==> src/rtl/uart_port_bridge_pkg.sv <==
// Shared types and constants for the UART-to-port-bus command bridge.
// Holds the FSM state encoding, command opcodes and default response bytes.
package uart_port_bridge_pkg;

  localparam int unsigned BYTE_W = 8;
  localparam int unsigned WORD_W = 16;
  localparam int unsigned LAT_W  = 2;
  localparam int unsigned TO_W   = 20;

  localparam logic [BYTE_W-1:0] OP_WR   = 8'h57;  // 'W'
  localparam logic [BYTE_W-1:0] OP_RD   = 8'h52;  // 'R'
  localparam logic [BYTE_W-1:0] ACK_DEF = 8'h06;
  localparam logic [BYTE_W-1:0] NAK_DEF = 8'h15;

  typedef enum logic [3:0] {
    ST_IDLE,
    ST_GET_AH,
    ST_GET_AL,
    ST_GET_DH,
    ST_GET_DL,
    ST_BUS_WR,
    ST_BUS_RD,
    ST_RD_WAIT,
    ST_TX,
    ST_TX_WAIT
  } state_e;

endpackage

==> src/rtl/uart_port_bridge_tx_queue.sv <==
// Two-entry response byte queue feeding the bridge transmit handshake.
// Ports: clk/rst_n; push1_i loads din_i[7:0] as a single byte; push2_i loads
// din_i[15:8] then din_i[7:0]; pop_i drops the head; head_o/count_o show
// the oldest byte and the number of queued bytes.
module bridge_tx_queue
  import uart_port_bridge_pkg::*;
(
  input  logic              clk,
  input  logic              rst_n,
  input  logic              push1_i,
  input  logic              push2_i,
  input  logic [WORD_W-1:0] din_i,
  input  logic              pop_i,
  output logic [BYTE_W-1:0] head_o,
  output logic [1:0]        count_o
);

  logic [BYTE_W-1:0] ent0_q, ent0_d, ent1_q, ent1_d;
  logic [1:0]        cnt_q, cnt_d;

  // Pushes only occur while the queue is empty, so they overwrite outright.
  always_comb begin
    ent0_d = ent0_q;
    ent1_d = ent1_q;
    cnt_d  = cnt_q;
    if (push2_i) begin
      ent0_d = din_i[15:8];
      ent1_d = din_i[7:0];
      cnt_d  = 2'd2;
    end else if (push1_i) begin
      ent0_d = din_i[7:0];
      cnt_d  = 2'd1;
    end else if (pop_i && (cnt_q != 2'd0)) begin
      ent0_d = ent1_q;
      cnt_d  = cnt_q - 2'd1;
    end
  end

  always_ff @(posedge clk or negedge rst_n) begin
    if (!rst_n) begin
      ent0_q <= '0;
      ent1_q <= '0;
      cnt_q  <= '0;
    end else begin
      ent0_q <= ent0_d;
      ent1_q <= ent1_d;
      cnt_q  <= cnt_d;
    end
  end

  assign head_o  = ent0_q;
  assign count_o = cnt_q;

endmodule

==> src/rtl/uart_port_bridge.sv <==
// Serial-command initiator for the 16-bit port bus. Decodes 'W' AH AL DH DL
// and 'R' AH AL commands from the UART rx engine, issues single-cycle
// write/read strobes and answers with ACK, NAK or two read-data bytes.
// Ports: rx_data_i/rx_rdy_i/rx_err_i/rx_read_o (rx engine), tx_rdy_i/tx_ld_o/
// tx_data_o (tx engine), port_id_o/out_port_o/in_port_i/write_strobe_o/
// read_strobe_o (port bus), busy_o (FSM not idle).
// Optional: define UART_PORT_BRIDGE_TIMEOUT_EN to abort partial commands
// after TO_CYCLES idle cycles with a NAK.
module uart_port_bridge
  import uart_port_bridge_pkg::*;
#(
  parameter int unsigned       RD_LAT   = 1,
  parameter logic [BYTE_W-1:0] ACK_BYTE = ACK_DEF,
  parameter logic [BYTE_W-1:0] NAK_BYTE = NAK_DEF
`ifdef UART_PORT_BRIDGE_TIMEOUT_EN
  ,
  parameter logic [TO_W-1:0]   TO_CYCLES = 20'd1_000_000
`endif
) (
  input  logic              clk,
  input  logic              rst_n,
  input  logic [BYTE_W-1:0] rx_data_i,
  input  logic              rx_rdy_i,
  input  logic              rx_err_i,
  output logic              rx_read_o,
  input  logic              tx_rdy_i,
  output logic              tx_ld_o,
  output logic [BYTE_W-1:0] tx_data_o,
  output logic [WORD_W-1:0] port_id_o,
  output logic [WORD_W-1:0] out_port_o,
  input  logic [WORD_W-1:0] in_port_i,
  output logic              write_strobe_o,
  output logic              read_strobe_o,
  output logic              busy_o
);

  state_e            state_q, state_d;
  logic              op_wr_q, op_wr_d;
  logic [WORD_W-1:0] addr_q, addr_d;
  logic [BYTE_W-1:0] data_hi_q, data_hi_d;
  logic [LAT_W-1:0]  lat_q, lat_d;
  logic              rx_read_q, rx_read_d;
  logic              tx_ld_q, tx_ld_d;
  logic [BYTE_W-1:0] tx_data_q, tx_data_d;
  logic [WORD_W-1:0] port_id_q, port_id_d;
  logic [WORD_W-1:0] out_port_q, out_port_d;
  logic              wr_q, wr_d;
  logic              rd_q, rd_d;
  logic              busy_q, busy_d;
`ifdef UART_PORT_BRIDGE_TIMEOUT_EN
  logic [TO_W-1:0]   to_cnt_q, to_cnt_d;
`endif

  logic              take_c;
  logic              q_push1_c, q_push2_c, q_pop_c;
  logic [WORD_W-1:0] q_din_c;
  logic [BYTE_W-1:0] q_head;
  logic [1:0]        q_count;

  // A byte is accepted only outside the guard cycle that follows rx_read.
  assign take_c = rx_rdy_i && !rx_read_q;

  bridge_tx_queue u_txq (
    .clk     (clk),
    .rst_n   (rst_n),
    .push1_i (q_push1_c),
    .push2_i (q_push2_c),
    .din_i   (q_din_c),
    .pop_i   (q_pop_c),
    .head_o  (q_head),
    .count_o (q_count)
  );

  // Next-state and registered-output decode.
  always_comb begin
    state_d    = state_q;
    op_wr_d    = op_wr_q;
    addr_d     = addr_q;
    data_hi_d  = data_hi_q;
    lat_d      = lat_q;
    tx_data_d  = tx_data_q;
    port_id_d  = port_id_q;
    out_port_d = out_port_q;
    rx_read_d  = 1'b0;
    tx_ld_d    = 1'b0;
    wr_d       = 1'b0;
    rd_d       = 1'b0;
    q_push1_c  = 1'b0;
    q_push2_c  = 1'b0;
    q_pop_c    = 1'b0;
    q_din_c    = '0;
`ifdef UART_PORT_BRIDGE_TIMEOUT_EN
    to_cnt_d   = '0;
`endif

    unique case (state_q)
      ST_IDLE, ST_GET_AH, ST_GET_AL, ST_GET_DH, ST_GET_DL: begin
        if (take_c) begin
          rx_read_d = 1'b1;
          if (rx_err_i) begin
            q_push1_c = 1'b1;
            q_din_c   = {8'h00, NAK_BYTE};
            state_d   = ST_TX;
          end else begin
            unique case (state_q)
              ST_IDLE: begin
                if (rx_data_i == OP_WR) begin
                  op_wr_d = 1'b1;
                  state_d = ST_GET_AH;
                end else if (rx_data_i == OP_RD) begin
                  op_wr_d = 1'b0;
                  state_d = ST_GET_AH;
                end else begin
                  q_push1_c = 1'b1;
                  q_din_c   = {8'h00, NAK_BYTE};
                  state_d   = ST_TX;
                end
              end
              ST_GET_AH: begin
                addr_d[15:8] = rx_data_i;
                state_d      = ST_GET_AL;
              end
              ST_GET_AL: begin
                addr_d[7:0] = rx_data_i;
                if (op_wr_q) begin
                  state_d = ST_GET_DH;
                end else begin
                  // Read strobes together with the address it targets.
                  port_id_d = {addr_q[15:8], rx_data_i};
                  rd_d      = 1'b1;
                  state_d   = ST_BUS_RD;
                end
              end
              ST_GET_DH: begin
                data_hi_d = rx_data_i;
                state_d   = ST_GET_DL;
              end
              default: begin
                // Bus lines settle one cycle ahead of the write strobe.
                port_id_d  = addr_q;
                out_port_d = {data_hi_q, rx_data_i};
                state_d    = ST_BUS_WR;
              end
            endcase
          end
        end
      end
      ST_BUS_WR: begin
        wr_d      = 1'b1;
        q_push1_c = 1'b1;
        q_din_c   = {8'h00, ACK_BYTE};
        state_d   = ST_TX;
      end
      ST_BUS_RD: begin
        lat_d   = LAT_W'(RD_LAT);
        state_d = ST_RD_WAIT;
      end
      ST_RD_WAIT: begin
        if (lat_q == '0) begin
          q_push2_c = 1'b1;
          q_din_c   = in_port_i;
          state_d   = ST_TX;
        end else begin
          lat_d = lat_q - LAT_W'(1);
        end
      end
      ST_TX: begin
        if (tx_rdy_i) begin
          tx_data_d = q_head;
          tx_ld_d   = 1'b1;
          q_pop_c   = 1'b1;
          state_d   = ST_TX_WAIT;
        end
      end
      ST_TX_WAIT: begin
        // tx_rdy is stale in the cycle tx_ld is visible to the tx engine.
        if (tx_rdy_i && !tx_ld_q) begin
          state_d = (q_count != 2'd0) ? ST_TX : ST_IDLE;
        end
      end
      default: state_d = ST_IDLE;
    endcase

`ifdef UART_PORT_BRIDGE_TIMEOUT_EN
    // Inter-byte timeout while a command is partially received.
    if ((state_q inside {ST_GET_AH, ST_GET_AL, ST_GET_DH, ST_GET_DL}) && !take_c) begin
      if (to_cnt_q == TO_CYCLES) begin
        q_push1_c = 1'b1;
        q_din_c   = {8'h00, NAK_BYTE};
        state_d   = ST_TX;
      end else begin
        to_cnt_d = to_cnt_q + TO_W'(1);
      end
    end
`endif

    busy_d = (state_d != ST_IDLE);
  end

  // State and output registers.
  always_ff @(posedge clk or negedge rst_n) begin
    if (!rst_n) begin
      state_q    <= ST_IDLE;
      op_wr_q    <= 1'b0;
      addr_q     <= '0;
      data_hi_q  <= '0;
      lat_q      <= '0;
      rx_read_q  <= 1'b0;
      tx_ld_q    <= 1'b0;
      tx_data_q  <= '0;
      port_id_q  <= '0;
      out_port_q <= '0;
      wr_q       <= 1'b0;
      rd_q       <= 1'b0;
      busy_q     <= 1'b0;
`ifdef UART_PORT_BRIDGE_TIMEOUT_EN
      to_cnt_q   <= '0;
`endif
    end else begin
      state_q    <= state_d;
      op_wr_q    <= op_wr_d;
      addr_q     <= addr_d;
      data_hi_q  <= data_hi_d;
      lat_q      <= lat_d;
      rx_read_q  <= rx_read_d;
      tx_ld_q    <= tx_ld_d;
      tx_data_q  <= tx_data_d;
      port_id_q  <= port_id_d;
      out_port_q <= out_port_d;
      wr_q       <= wr_d;
      rd_q       <= rd_d;
      busy_q     <= busy_d;
`ifdef UART_PORT_BRIDGE_TIMEOUT_EN
      to_cnt_q   <= to_cnt_d;
`endif
    end
  end

  assign rx_read_o      = rx_read_q;
  assign tx_ld_o        = tx_ld_q;
  assign tx_data_o      = tx_data_q;
  assign port_id_o      = port_id_q;
  assign out_port_o     = out_port_q;
  assign write_strobe_o = wr_q;
  assign read_strobe_o  = rd_q;
  assign busy_o         = busy_q;

endmodule

==> config.mk <==
export PLATFORM = sky130hd
export DESIGN_NAME = uart_port_bridge
export DESIGN_NICKNAME = d
export VERILOG_FILES = /design/src/rtl/uart_port_bridge_pkg.sv /design/src/rtl/uart_port_bridge_tx_queue.sv /design/src/rtl/uart_port_bridge.sv
export SDC_FILE = /design/constraint.sdc
export NUM_CORES = 1
export LEC_CHECK = 0
export CAP_MARGIN = 20
export CORE_ASPECT_RATIO = 2
export CORE_UTILIZATION = 47
export CTS_CLUSTER_SIZE = 20
export DETAILED_ROUTE_END_ITERATION = 10
export PLACE_DENSITY_LB_ADDON = 0.12
export SKIP_LAST_GASP = 1
export SYNTH_ARGS = -nofsm -noshare
export SYNTH_HDL_FRONTEND = slang
export SYNTH_SLANG_ARGS = --single-unit
==> constraint.sdc <==
create_clock -name clk -period 2.1 [get_ports clk]
set_input_delay 0.21 -clock clk [delete_from_list [all_inputs] [get_ports clk]]
set_output_delay 0.21 -clock clk [all_outputs]
set_load 0.05 [all_outputs]
-- Yosys cells after proc, flatten, opt, wreduce, memory -nomap -nowiden
Cells that the tools add are included.
- add/subtract/negate cells: 2
- equal/unequal tests: 13
- muxes and demuxes: 48
- bitwise logic cells: 3
- reduce and logical (&&, ||, !) cells: 23
- operators by type and width (cell ; number):
    $pmux 16 s3 ; 1
    $mux 16 ; 2
    $mux 4 ; 8
    $pmux 16 s2 ; 1
    $mux 5 ; 5
    $mux 8 ; 3
    $pmux 4 s6 ; 1
    $mux 1 ; 19
    $eq 4x3->1 const B ; 4
    $eq 8x7->1 const B ; 2
    $pmux 4 s4 ; 1
    $reduce_and 4->1 ; 4
    $reduce_and 5->1 ; 2
    $eq 4x2->1 const B ; 2
    $eq 4x4->1 const B ; 2
    $mux 2 ; 4
    $reduce_bool 2->1 ; 3
    $reduce_or 5->1 ; 1
    $eq 4x1->1 const B ; 1
    $logic_not 4->1 ; 1
    $ne 2x2->1 const B ; 2
    $pmux 2 s2 ; 1
    $reduce_and 2->1 ; 2
    $reduce_bool 4->1 ; 1
    10 further kinds ; 16
- register bits: 94
- output and inout port bits: 45
- word-level logic and storage cells: 106

-- Logic depth before layout (Yosys ltp)
Gate-level depths: netlist of the first run.
- depth after elaboration: 9
- gate-level depth with buffers: 8

-- Hierarchy
Synthesis of the first run repeated with hierarchy kept, for this count alone.
- cell total of the unflattened synthesis: 344
- area total of the unflattened synthesis: 4274.1 um^2
- by module, submodules not included (module ; instances ; cells an instance ; area each (um^2) ; seq. area each (um^2)):
    uart_port_bridge ; 1 ; 270 ; 3337.0 ; 1901.8
    bridge_tx_queue ; 1 ; 74 ; 937.1 ; 450.4

-- Worst setup path before layout of the first run
Ideal clock, no wire load.
- path kind: reg-to-reg
- start: register tx_ld_q, in the netlist tx_ld_o
- end: register busy_q, in the netlist busy_o
- library setup time: 0.139 ns
- data arrival time: 1.965 ns
- required time: 1.961 ns
- slack: -0.003 ns
- cell stages (with the launch flop): 6
- buffers on the path: 0
- period minus slack after synthesis: 2.103 ns
- cells stage by stage: dfrtp_1 -> and2b_1 -> a2111oi_0 -> a311o_1 -> a221o_1 -> or4_1
- cells in the longest elaborated chain, start to end: 5
- ends and longest elaborated chain (element ; RTL line ; RTL):
    start, declared ; uart_port_bridge.sv:43 ; logic tx_ld_q, tx_ld_d;
    start signal, assigned ; uart_port_bridge.sv:226 ; tx_ld_q <= tx_ld_d;
    $logic_not 1->1 ; uart_port_bridge.sv:177 ; if (tx_rdy_i && !tx_ld_q) begin
    $logic_and 1x1->1 ; uart_port_bridge.sv:177 ;
    $mux 4 ; uart_port_bridge.sv:177 ;
    $pmux 4 s6 ; uart_port_bridge.sv:96 ; unique case (state_q)
    net state_d[0] ; uart_port_bridge.sv:37 ; state_e state_q, state_d;
    $reduce_bool 4->1 ; uart_port_bridge.sv:197 ; busy_d = (state_d != ST_IDLE);
    net busy_d ; uart_port_bridge.sv:49 ; logic busy_q, busy_d;
    end signal, assigned ; uart_port_bridge.sv:232 ; busy_q <= busy_d;
    end, declared ; uart_port_bridge.sv:49 ;
The timed path passes the listed nets, and every way through them passes these cells.
A chain may end at the register's enable or synchronous reset.

-- Worst setup path in the final report of the first run
- start: register state_q[2]
- end: register busy_q, in the netlist busy_o
- cells in the longest elaborated chain, start to end: 6
- elaborated cells on any way between the ends: 19
- classes of those cells: eq/ne (9); mux (7); reduce/logical (3)
- ends and longest elaborated chain (element ; RTL line ; RTL):
    start, declared ; uart_port_bridge.sv:37 ;
    start signal, assigned ; uart_port_bridge.sv:220 ; state_q <= state_d;
    $eq 4x2->1 (tied with other cells) ; uart_port_bridge.sv:96, uart_port_bridge.sv:105 ;
    $pmux 4 s4 ; uart_port_bridge.sv:105 ; unique case (state_q)
    $mux 4 ; uart_port_bridge.sv:100 ; if (rx_err_i) begin
    $mux 4 ; uart_port_bridge.sv:98 ; if (take_c) begin
    $pmux 4 s6 (*) ; uart_port_bridge.sv:96 ;
    net state_d[0] ; uart_port_bridge.sv:37 ;
    $reduce_bool 4->1 (*) ; uart_port_bridge.sv:197 ;
    net busy_d ; uart_port_bridge.sv:49 ;
Mark *: on every way through the listed nets, which the timed path passes. The rest lies on a longest branch.

==> summary.txt, run 1 <==
CTS
  • Root Driver: clkbuf_16
  • H-tree depth: 3
  • TritonCTS clock tree: done
  • Clk sinks: 94
  • TritonCTS Buffers: 9
  • Bufs on Longest Clock Path: 2
  • Worst skew pair latency: 0.34 ns
  • CTS clk-pin slew, worst paths: 0.07 ns

Worst setup path
  • Reg2reg path depth: 6
  • Slowest CP cell: or4_1
  • CP max FO: 6
  • End point of the critical path: busy_o$_DFF_PN0_
  • CP Cell Sequence: clkbuf_2 -> or2b_1 -> a2111oi_0 -> a311o_1 -> a221o_1 -> or4_1
  • CP top delay family: compound AO/OA/AOI/OAI gates
  • Critical Path RT: 2.31 ns
  • Levels on crit path: 6
  • CP Launch Point: state_q[2]$_DFF_PN0_
  • Slowest stage delay, CP: 0.53 ns
  • CP Capture Type: flip-flop
  • CP Buf/Inv Count: 1
  • Critical R2R Launch: state_q[2]$_DFF_PN0_
  • Crit path launch type: flip-flop
  • Worst R2R Setup Slack: 0.05 ns
  • Critical path class: reg2reg
  • Critical path arrival: 2.26 ns
  • Worst reg2reg endpoint: busy_o$_DFF_PN0_

Floorplan
  • Die area: 8950 um2
  • Die X: between 60 and 70 um
  • I/O pin count: between 70 and 80
  • Initial Util: 0.485
  • Row count: 47
  • CORE AREA: ~8300 um2
  • Die H: 133 um

Placement
  • Hpwl dp: 6850 um
  • Routability cong.: ~0.9
  • Placed Instances: 535
  • Port Buf Inserts: 73

Logic synthesis
  • Top FF cell, synth: dfrtp_1
  • Post-synth EDFFs: 0
  • Cells after Synth: roughly 350
  • Post-Syn Area: ~4000 um2
  • Flops & latches, synth: 94
  • Syn_nets: 377
  • Async S/R FF share, synth: 1.00
  • Register area share after synthesis: 0.585
  • Distinct cells, synth: between 40 and 50
  • Synth Area per Inst: 11.6 um2
  • Yosys warns: 0

Global route
  • Total grt overflow: 0
  • M2 GR Usage: 0.411
  • M1 GR Usage: 0.246
  • Gr usage total: 0.230
  • Largest net degree at the start of global routing: 46
  • Vias in the first global route: slightly above 3,000
  • GR Util met3: 0.0500
  • Grt peak-use layer: met2
  • Initial antenna violation count: 0
  • Global-route wire length before repair: 14,900 um

Power and ir drop
  • Leakage: 2.55 nW
  • Maximum vdd drop: 955 uV
  • Total power draw: approximately 7.0 mW
  • Comb pwr share: 0.391
  • Pint: roughly 4.4 mW
  • Sequential share of power: 0.376
  • Pwr Density: 1290 nW/um2
  • Sw Ratio: 0.370
  • Net Switching: around 2.6 mW
  • Clock power share: 0.233

STA
  • Maximum achievable frequency: roughly 0.49 GHz
  • Min Tclk post-route: 2.05 ns
  • Final Hold Vio Count: 0
  • Worst Skew: 0.00496 ns
  • RSZ-0062 raised after global routing: yes
  • Slew Viols, Final: 0
  • Worst Hold Slack: 0.402 ns
  • Slew @ Worst Pin: roughly 0.58 ns
  • Setup Viol. Count Final: 0
  • Final period util: 0.975
  • Max_slew headroom: 0.612
  • Setup_tns: 0 ns

Final layout
  • FF/Latch Area: 2360 um2
  • Final Net Count: 485
  • Fillers: 661
  • Area Growth Syn to Fin: 36.1%
  • Cell Count, Final, Fillers Out: 557
  • Fin util: 0.660
  • Layout cells sized above 1: 0.253
  • Multi-input logic area: 1550 um2
  • N_diodes: 0

Detailed routing
  • Routed wire per std cell: between 15 and 20 um
  • DRT Wirelength: approximately 9300 um
  • Initial DRC Count: 170
  • Pre-Repair DR Iteration Count: 4
  • Vias: 2,926
  • Antenna Nets Post-Route: 0
  • # DRC: 0
  • Drt via density: 5.25

Worst hold path
  • HP Class: in2async

Run
  • Max cap viols: 0

Outcome
  • Status: finished clean
[state kept, by name (all words and copies together), names as in the netlist, 4 cells and up]
| signal | flops |
|---|---|
| u_txq.ent1_q | 8 |
| tx_data_o | 8 |
| addr_q | 16 |
| port_id_o | 16 |
| data_hi_q | 8 |
| out_port_o | 16 |
| state_q | 4 |
| u_txq.head_o | 8 |
[metrics by stage]
step                setup slack (ns)  instance area, um2
floorplan                    0.00123                4020
global placement             -0.0897                5120
detailed placement            -0.174                5120
CTS                           0.0147                5440
global route                -0.00795                5470
finish                        0.0529                5470
[worst register-to-register path, cell delays in order, from the launching register on]
cell       delay (ns)
dfrtp_2          0.43
clkbuf_2         0.19
or2b_1           0.11
a2111oi_0        0.05
a311o_1          0.33
a221o_1          0.28
or4_1            0.53
[routing by layer]
metal  up-vias  share of wire
met4         0          0.022
met1      1435           0.38
li1       1408              -
met2        67           0.56
met5         -              0
met3        16          0.035
[cells by family (layout without fill, tap and decap cells)]
kind of cell,after synthesis,in the layout,share of synthesized area
adder cells (fa/ha/maj),2,2,0.00622
flip-flops,94,94,0.585
AND/OR/NAND/NOR,110,110,0.127
XOR/XNOR,2,2,0.00436
buffers and inverters,28,141,0.0333
multiplexers,62,62,0.170
AO/OA/AOI/OAI,48,48,0.0744
[final cells by class]
class                           count  area share
Tap cell                           98      0.0224
Clock inverter                      5      0.0107
Timing Repair Buffer              115       0.202
Multi-Input combinational cell    224       0.283
Sequential cell                    94       0.431
Inverter                           10     0.00686
Clock buffer                       11      0.0444
[layout by cell type (no fill, tap or decap), types with 4 or more instances in the layout]
master           count
dfrtp_1             91
mux2i_1             13
nand2_1             57
inv_1                9
mux2_2              49
nand3_1              8
a21oi_1             19
o31ai_1              4
clkbuf_16            9
buf_4               36
clkdlybuf4s50_1     72
o211ai_1             4
o21ai_0              6
nor2_1              19
buf_12               5
[power by group through the flow]
stage	logic [mW]	registers (mW)	clock network, mW
3_3_place_gp	2.67	2.67	0
2_1_floorplan	1.02	3.40	0
5_1_grt	2.94	2.72	1.74
3_5_place_dp	2.71	2.69	0
4_1_cts	2.75	2.66	1.66
6_report	2.75	2.65	1.64
[Yosys cell counts (all sizes together), types with 2 or more instances]
library cell  number  area [um2]
or3b               2        17.5
clkbuf             4        15.0
mux2              49         552
o22ai              3        18.8
o21a               2        15.0
a311o              2        20.0
nand2b             2        12.5
o31ai              4        30.0
and2               2        12.5
o211ai             4        30.0
xnor2              2        17.5
nor2              21        81.3
nor2b              3        18.8
o21ai              7        35.0
nand2             57         214
dfrtp             94        2350
mux2i             13         130
a21oi             20         100
nand3              8        40.0
buf               14        81.3
inv                9        33.8
ha                 2        25.0
[worst min path at each step]
stage	startpoint	endpoint	cells after the start
6_report	rst_n	tx_data_o[7]$_DFFE_PN0P_	2
5_1_grt	in_port_i[4]	u_txq.ent1_q[4]$_DFFE_PN0P_	3
2_1_floorplan	rst_n	addr_q[0]$_DFFE_PN0P_	0
4_1_cts	in_port_i[4]	u_txq.ent1_q[4]$_DFFE_PN0P_	3
3_5_place_dp	rst_n	tx_data_o[7]$_DFFE_PN0P_	1
3_3_place_gp	rst_n	tx_data_o[6]$_DFFE_PN0P_	1
[what timing repair did]
item / 4_1_cts / 5_1_grt
hold buffers: 1 / 0
endpoints found under the setup margin: 1 / 10
setup buffers: 1 / 4
hold endpoints to repair: 43 / 0
gates resized for setup: 1 / 4
Power figures use the tool's default switching activity.
==> inputs of run 2 (changes only) <==
- CORE_UTILIZATION: 47 -> 45
- REMOVE_ABC_BUFFERS: default -> 1
==> summary.txt, run 2 (same netlist as run 1, synthesis figures left out) <==
Outcome
  • Status: finished clean

Detailed routing
  • Initial DRC Count: 163
  • Pre-Repair DR Iteration Count: 4
  • Routed wire per std cell: approximately 17 um
  • Vias: 2,925
  • DRT Wirelength: 9590 um
  • Antenna Nets Post-Route: 0
  • # DRC: 0
  • Drt via density: 5.26

STA
  • Slew Viols, Final: 0
  • RSZ-0062 raised after global routing: yes
  • Final period util: 0.977
  • Worst Hold Slack: just under 0.4 ns
  • Worst Skew: 0.00611 ns
  • Max_slew headroom: 0.642
  • Setup Viol. Count Final: 0
  • Final Hold Vio Count: 0
  • Min Tclk post-route: 2.05 ns
  • Maximum achievable frequency: a little under 0.5 GHz
  • Setup_tns: 0 ns
  • Slew @ Worst Pin: roughly 0.54 ns

Worst setup path
  • CP Launch Point: state_q[1]$_DFF_PN0_
  • Critical Path RT: ~2.4 ns
  • Slowest stage delay, CP: 0.48 ns
  • Slowest CP cell: or3b_2
  • CP Capture Type: flip-flop
  • CP Cell Sequence: o21ai_0 -> or3b_2 -> a311o_1 -> buf_4 -> and2_1 -> a31oi_1
  • Critical path arrival: 2.31 ns
  • Critical path class: reg2reg
  • Crit path launch type: flip-flop
  • CP max FO: 6
  • Critical R2R Launch: state_q[1]$_DFF_PN0_

Final layout
  • N_diodes: 0
  • Fillers: 741
  • Area Growth Syn to Fin: 34.1%
  • Most frequent cells in the layout: dfrtp_1, clkdlybuf4s50_1, nand2_1
  • Commonest non-fill, non-tap cell in the layout: dfrtp_1
  • Final Net Count: 482
  • Layout cells sized above 1: 0.243

CTS
  • H-tree depth: 3
  • Bufs on Longest Clock Path: 2
  • Worst skew pair latency: 0.34 ns
  • Total setup buffers inserted after CTS: 0
  • Root Driver: clkbuf_16
  • TritonCTS Buffers: 9
  • TritonCTS clock tree: done
  • Clk sinks: 94
  • CTS clk-pin slew, worst paths: 0.06 ns

Floorplan
  • Die H: 136 um
  • CORE AREA: 8650 um2
  • Die area: between 9000 and 10,000 um2
  • Die X: roughly 69 um
  • I/O pin count: 74
  • Row count: 48
  • Initial Util: 0.465

Worst hold path
  • HP Class: in2async

Power and ir drop
  • Leakage: 2.52 nW
  • Maximum vdd drop: 705 uV
  • Pwr Density: around 1300 nW/um2

Placement
  • Routability cong.: 0.925
  • Hpwl dp: slightly above 7000 um
  • Port Buf Inserts: 73

Run
  • Max cap viols: 0

Global route
  • Global-route wire length before repair: 14,900 um
  • Largest net degree at the start of global routing: 40
  • Total grt overflow: 0
  • Vias in the first global route: around 3,000
  • Initial antenna violation count: 0
  • Gr usage total: 0.224
==> run 2: cell count changes in the layout (fill, tap and decap cells not counted) <==
cell | before | now
o21ai_1 | 1 | 0
o21ai_0 | 6 | 7
bufinv_16 | 1 | 0
nor2_1 | 19 | 20
buf_12 | 5 | 3
clkbuf_8 | 1 | 0
dfrtp_1 | 91 | 92
clkbuf_2 | 1 | 0
nor2_2 | 2 | 1
dfrtp_2 | 3 | 2
clkinv_2 | 1 | 3
==> run 2: routing by layer <==
metal | GRT usage | share of wire
met5 | 0 | 0
met4 | 0.0998 | 0.026
met2 | 0.403 | 0.56
met1 | 0.236 | 0.37
met3 | 0.0471 | 0.039
==> run 2: area by class of cell <==
cell class                 instances  area (um2)  share of cell area
clock inverter                     6        38.8             0.00719
multi-input combinational        224        1550               0.287
tap                              100         125              0.0232
timing repair buffer             112        1060               0.197
sequential                        94        2350               0.437
inverter                          10        37.5             0.00696
clock buffer                      10         229              0.0425
==> run 2: through the flow <==
step	util	cells	power [mW]	cell area [um2]	setup slack (ns)
after global placement	0.591	539	5.35	5110	-0.0863
final	0.623	556	6.83	5390	0.0481
after floorplan	-	328	4.35	3930	-0.787
after global routing	0.623	556	7.20	5390	-0.0312
after detailed placement	0.591	539	5.41	5110	-0.110
after CTS	0.623	556	6.91	5390	0.0158
==> run 2: worst max-delay path, delay by kind of cell, from the launching register on <==
| family | cells | cell delay, ns |
|---|---|---|
| flip-flops | 1 | 0.46 |
| AND/OR/NAND/NOR | 2 | 0.68 |
| buffers and inverters | 1 | 0.16 |
| AO/OA/AOI/OAI | 3 | 0.69 |
==> run 2: worst paths after layout <==
kind                                                to  slack [ns]  depth (start not counted)
min in group clk           u_txq.ent1_q[5]$_DFFE_PN0P_        0.40                          3
min                           tx_data_o[3]$_DFFE_PN0P_        0.39                          2
max in group asynchronous     port_id_o[6]$_DFFE_PN0P_        1.00                          3
max reg2reg                u_txq.head_o[2]$_DFFE_PN0P_        0.05                          6
min reg2reg                   tx_data_o[4]$_DFFE_PN0P_        0.47                          2
max                        u_txq.head_o[2]$_DFFE_PN0P_        0.05                          6
==> run 2: what timing repair did <==
action                     4_1_cts  5_1_grt
hold buffers                     1        0
setup endpoints to repair        0       17
hold endpoints to repair        37        0
resized for setup                0        3
==> run 2: where the power goes <==
part	total, mW	leakage [nW]	internal (mW)	switching, mW
clock	1.48	0.128	0.798	0.678
sequential	2.64	1.19	2.34	0.296
combinational	2.72	1.20	1.10	1.62
